File: src/rtl/wavegen_pkg.sv
// Shared constants and types for the waveform generator datapath.
// Sweep limits, DDS scaling and converter FSM states.
package wavegen_pkg;

   localparam int unsigned SYS_CLK_HZ = 100_000_000;
   localparam int unsigned FREQ_MIN   = 1000;
   localparam int unsigned FREQ_MAX   = 999000;

   // round(2^48 / SYS_CLK_HZ); divided by 2^16 after the multiply
   localparam int unsigned TW_K       = 2814750;
   localparam int unsigned TW_SHIFT   = 16;
   localparam int unsigned RST_FREQ   = 100000;

   typedef enum logic [1:0] {
      IDLE,
      MUL,
      OUT
   } ftw_state_e;

endpackage

File: src/rtl/seq_shift_add_mul.sv
// Unsigned A_W x B_W serial multiplier, one multiplier bit per clock.
// done is high during the last accumulate cycle; product is final after it.
module seq_shift_add_mul #(
   parameter int A_W = 20,
   parameter int B_W = 22
) (
   input  logic               clk,
   input  logic               rst_n,
   input  logic               start,
   input  logic [A_W-1:0]     a,
   input  logic [B_W-1:0]     b,
   output logic               done,
   output logic [A_W+B_W-1:0] product
);

   localparam int P_W   = A_W + B_W;
   localparam int CNT_W = (A_W > 1) ? $clog2(A_W) : 1;

   logic [A_W-1:0]   op;
   logic [P_W-1:0]   mcand;
   logic [P_W-1:0]   acc;
   logic [CNT_W-1:0] cnt;
   logic             run;
   logic             last_step;

   assign last_step = run && (cnt == CNT_W'(A_W - 1));

   always_ff @(posedge clk or negedge rst_n) begin
      if (!rst_n) begin
         op    <= '0;
         mcand <= '0;
         acc   <= '0;
         cnt   <= '0;
         run   <= 1'b0;
      end else if (start) begin
         op    <= a;
         mcand <= P_W'(b);
         acc   <= '0;
         cnt   <= '0;
         run   <= 1'b1;
      end else if (run) begin
         if (op[0]) begin
            acc <= acc + mcand;
         end
         mcand <= mcand << 1;
         op    <= op >> 1;
         cnt   <= cnt + 1'b1;
         if (last_step) begin
            run <= 1'b0;
         end
      end
   end

   assign done    = last_step;
   assign product = acc;

endmodule

File: src/rtl/freq_tuning_word.sv
// Sweep frequency (Hz) to DDS tuning word, converted only on change.
// Result, frequency and valid strobe are updated together on one edge.
module freq_tuning_word #(
   parameter int          FREQ_W   = 20,
   parameter int          TW_W     = 32,
   parameter int unsigned TW_K     = wavegen_pkg::TW_K,
   parameter int unsigned TW_SHIFT = wavegen_pkg::TW_SHIFT,
   parameter int unsigned RST_FREQ = wavegen_pkg::RST_FREQ
) (
   input  logic              clk,
   input  logic              rst_n,
   input  logic [FREQ_W-1:0] freq_in,
   output logic [TW_W-1:0]   tw_out,
   output logic [FREQ_W-1:0] freq_out,
   output logic              tw_valid,
   output logic              busy
);

   import wavegen_pkg::*;

   localparam int K_W = $clog2(TW_K + 1);
   localparam int P_W = FREQ_W + K_W;

   // Reset tuning word matches what a conversion of RST_FREQ would give
   localparam logic [63:0] RST_PROD = 64'(RST_FREQ) * 64'(TW_K);
   localparam logic [63:0] RST_RND =
      (RST_PROD + (64'd1 << (TW_SHIFT - 1))) >> TW_SHIFT;
   localparam logic [TW_W-1:0]   RST_TW = TW_W'(RST_RND);
   localparam logic [FREQ_W-1:0] RST_F  = FREQ_W'(RST_FREQ);
   localparam logic [P_W-1:0]    HALF   = P_W'(1) << (TW_SHIFT - 1);

   ftw_state_e        state;
   ftw_state_e        state_nxt;
   logic [FREQ_W-1:0] last_freq;
   logic              start;
   logic              mul_done;
   logic [P_W-1:0]    product;
   logic [P_W-1:0]    rounded;

   assign start   = (state == IDLE) && (freq_in != last_freq);
   assign rounded = product + HALF;

   seq_shift_add_mul #(
      .A_W (FREQ_W),
      .B_W (K_W)
   ) u_mul (
      .clk     (clk),
      .rst_n   (rst_n),
      .start   (start),
      .a       (freq_in),
      .b       (K_W'(TW_K)),
      .done    (mul_done),
      .product (product)
   );

   always_comb begin
      state_nxt = state;
      unique case (state)
         IDLE:    if (start) state_nxt = MUL;
         MUL:     if (mul_done) state_nxt = OUT;
         OUT:     state_nxt = IDLE;
         default: state_nxt = IDLE;
      endcase
   end

   always_ff @(posedge clk or negedge rst_n) begin
      if (!rst_n) begin
         state <= IDLE;
         busy  <= 1'b0;
      end else begin
         state <= state_nxt;
         busy  <= (state_nxt != IDLE);
      end
   end

   always_ff @(posedge clk or negedge rst_n) begin
      if (!rst_n) begin
         last_freq <= RST_F;
         tw_out    <= RST_TW;
         freq_out  <= RST_F;
         tw_valid  <= 1'b0;
      end else begin
         tw_valid <= 1'b0;
         if (start) begin
            last_freq <= freq_in;
         end
         if (state == OUT) begin
            tw_out   <= TW_W'(rounded >> TW_SHIFT);
            freq_out <= last_freq;
            tw_valid <= 1'b1;
         end
      end
   end

endmodule
File: config.mk
export PLATFORM = sky130hd
export DESIGN_NAME = freq_tuning_word
export DESIGN_NICKNAME = d
export VERILOG_FILES = /design/src/rtl/wavegen_pkg.sv /design/src/rtl/seq_shift_add_mul.sv /design/src/rtl/freq_tuning_word.sv
export SDC_FILE = /design/constraint.sdc
export NUM_CORES = 1
export LEC_CHECK = 0
export ABC_CLOCK_PERIOD_IN_PS = 4400
export CAP_MARGIN = 20
export CORE_UTILIZATION = 64
export CTS_CLUSTER_DIAMETER = 100
export DETAILED_ROUTE_END_ITERATION = 8
export PLACE_DENSITY = 0.83
export SLEW_MARGIN = 40
export SYNTH_ARGS = -nofsm -noshare
export SYNTH_HDL_FRONTEND = slang
export SYNTH_SLANG_ARGS = --single-unit
export TNS_END_PERCENT = 10
File: constraint.sdc
create_clock -name clk -period 4.4 [get_ports clk]
set_clock_uncertainty 0.05 [all_clocks]
set_input_delay 0.44 -clock clk [delete_from_list [all_inputs] [get_ports clk]]
set_output_delay 0.44 -clock clk [all_outputs]
set_load 0.02 [all_outputs]
==> results.yml <==
run:
  cap_violations: 0
final_layout:
  layout.cells.non_filler: 1345
  final_cell_mix: "256 x nand2_1, 157 x dfrtp_1, 77 x nor2_1, 73 x a21oi_1, 68 x clkdlybuf4s50_1"
  stdcell_area_mm2: 0.01131
  diodes: 0
  n_fill_cell: 1132
  syn_to_final_growth_pct: 13.40
  nNetsFinal: 1210
  final_common_cell: "nand2_1"
  drive_above_1_share: 0.07260
synth:
  ys_warn_count: 0
  synth_cell_type_count: 73
  yosysTopAreaCellShare: 0.3965
  synth_area_per_cell_um2: 9.015
  yosys.area.top_type: "dfrtp_1"
  ys_ff_latch: 178
  synth_edf_count: 0
  synth-main-ff-cell: "dfrtp_1"
  synthCells: 1106
  ys_async_sr_fraction: 1.000
  mappedNetlistArea_mm2: 0.009971
  yosysSeqAreaShare: 0.4492
  synth_area_leaders: "dfrtp_1 40%, nand2_1 9.7%, mux2i_1 5.9%"
drt:
  drtIter0Drc: 712
  dr_wl_met3_um: 1014
  firstDrtPassIters: 5
  wl_per_cell_um: 16.69
  detail-route-antenna-nets: 0
  vias: 8087
  met1_length_um: 10460
  drcViolationCount: 0
  route.met2.wl_um: 10600
  routed.top_layer: "met4"
  drt-total-wl_um: 22440
  via_per_inst: 6.013
grt:
  antenna_found_initial: 0
  grt_pass1_vias: 7815
  grt_pass1_wl_um: 38050
  grt_max_degree: 103
  grt_overflow: 0
  grt_usage: 0.2977
critical_path:
  worst_setup_path_start_kind: "flip-flop"
  cp.arrival_ns: 3.49
  end_kind: "flip-flop"
  crit_type: "reg -> reg"
  cp_data_required_time_ns: 4.67
  cp_max_fo: 4
sta:
  slew_viol_final: 0
  fin_tns_setup_ns: 0
  setup_viol: 0
  worstMarginPinSlew_ns: 0.8196
  rsz0062_at_grt: "no"
  fmax_mhz: 310.2
  period_share: 0.7326
  hold_ws_ns: -0.02249
  hold_viol: 14
  slew_headroom: 0.4536
  period_needed_ns: 3.224
die:
  dieArea_mm2: 0.01608
  dieWidth_um: 126.8
  start_util: 0.6559
  die_h_um: 126.8
  row_count: 45
  io_pins: 76
  coreArea_mm2: 0.01520
clocking:
  cts.reportedPaths.clkPinSlew_ns: 0.07
  cts_made_buffers: 17
  clkLatencyLatePin_ns: 0.44
  clk_path_buf_depth: 2
  htreeDepth: 4
  cts-resized-gates: 0
  post_cts_buffers: 0
  cts_tree: "yes"
  cts.sinks: 178
  cts_hold_buf: 0
  cts-root-buf: "clkbuf_16"
pwr:
  p_per_area_mw_per_mm2: 750.1
  vdd_drop_max_mv: 0.3602
  leakage_nw: 5.447
placed_design:
  portBuffers: 69
  place_area_mm2: 0.01073
  gp_congestion: 0.9122
  post-dp-hpwl_um: 15160
  dp_cells: 1314
run_status:
  violations: "hold timing"
  status: "finished with violations"
min_path:
  min_path_type: "in -> async"
-- cell type report --
type                    count  area (um2)  share of cell area
well taps                 188       235.2             0.02080
multi-input cells         854        5176              0.4578
clock buffers              19       432.9             0.03829
inverters                  15       56.30            0.004980
repair buffers             79       774.5             0.06850
clock inverters            12       148.9             0.01317
flip-flops and latches    178        4483              0.3965
-- critical path, cell delays in order, from the launching register on --
cell,delay [ns]
dfrtp_1,0.41
ha_1,0.30
a21oi_1,0.19
nor2_1,0.10
a311oi_2,0.42
o31ai_1,0.24
a21oi_1,0.47
a21oi_1,0.21
o21ai_1,0.24
a2111oi_0,0.13
a311o_1,0.35
-- through the flow --
step,util,hold slack (ns),setup slack [ns],power (mW)
final,0.7438,-0.02249,1.176,8.481
after global routing,0.7438,0.04129,1.043,9.085
after CTS,0.7438,0.01981,1.273,8.452
after detailed placement,0.7055,0.3984,1.145,6.892
after global placement,0.7050,0.3958,1.248,6.745
after floorplan,-,0.09441,1.648,5.798
-- flip-flops by register name, indices dropped and copies added (netlist names), 2 cells and up --
signal and flops:
u_mul.mcand 41, u_mul.product 41, tw_out 26, freq_out 20
last_freq 20, u_mul.op 20, u_mul.cnt 5, state 2
-- power breakdown --
part           total, mW  switching [mW]  leakage, nW  internal, mW
sequential          2.94           0.595         2.19          2.35
combinational       4.02            2.33         2.98          1.69
clock               1.52           0.668        0.274         0.847
-- synth_stat cells, types with 10 or more instances --
| master | instances |
|---|---|
| xnor2_1 | 35 |
| dfrtp_1 | 158 |
| nand2_1 | 257 |
| a21oi_1 | 73 |
| clkbuf_1 | 36 |
| and3_1 | 10 |
| ha_1 | 42 |
| nand4_1 | 18 |
| a21o_1 | 13 |
| inv_1 | 15 |
| buf_1 | 11 |
| o21ai_0 | 65 |
| mux2i_1 | 59 |
| nor3_1 | 12 |
| dfstp_2 | 20 |
| xor2_1 | 40 |
| nand3_1 | 29 |
| nor2_1 | 77 |
-- metal layers --
layer,vias up,global-route usage
met3,38,0.04386
met5,-,0
met1,3928,0.4189
met4,0,0.09104
met2,230,0.4800
li1,3891,-
-- cells by family (layout without fill, tap and decap cells) --
logic type | Yosys count | in the layout | share of synthesized area
AOI/OAI and AO/OA | 223 | 223 | 0.1408
xor gates and xnor gates | 75 | 75 | 0.06588
adders and majority gates | 43 | 43 | 0.05471
buffers and inverters | 79 | 125 | 0.03426
DFF | 178 | 178 | 0.4492
muxes | 59 | 59 | 0.05923
other | 1 | 6 | 0.0003761
and+or+nand+nor | 448 | 448 | 0.1955
-- worst paths after layout --
path / end / from / cells past startpoint / slack, ns
min reg2reg: freq_out[7] / freq_out[7] / 2 / 0.41
max: u_mul.product[40] / u_mul.product[2] / 10 / 1.18
min: freq_out[8] / rst_n / 1 / -0.02
max in group asynchronous: freq_out[10] / rst_n / 2 / 3.26
min in group clk: freq_out[7] / freq_out[7] / 2 / 0.41
max reg2reg: u_mul.product[40] / u_mul.product[2] / 10 / 1.18
Power figures use the tool's default switching activity.
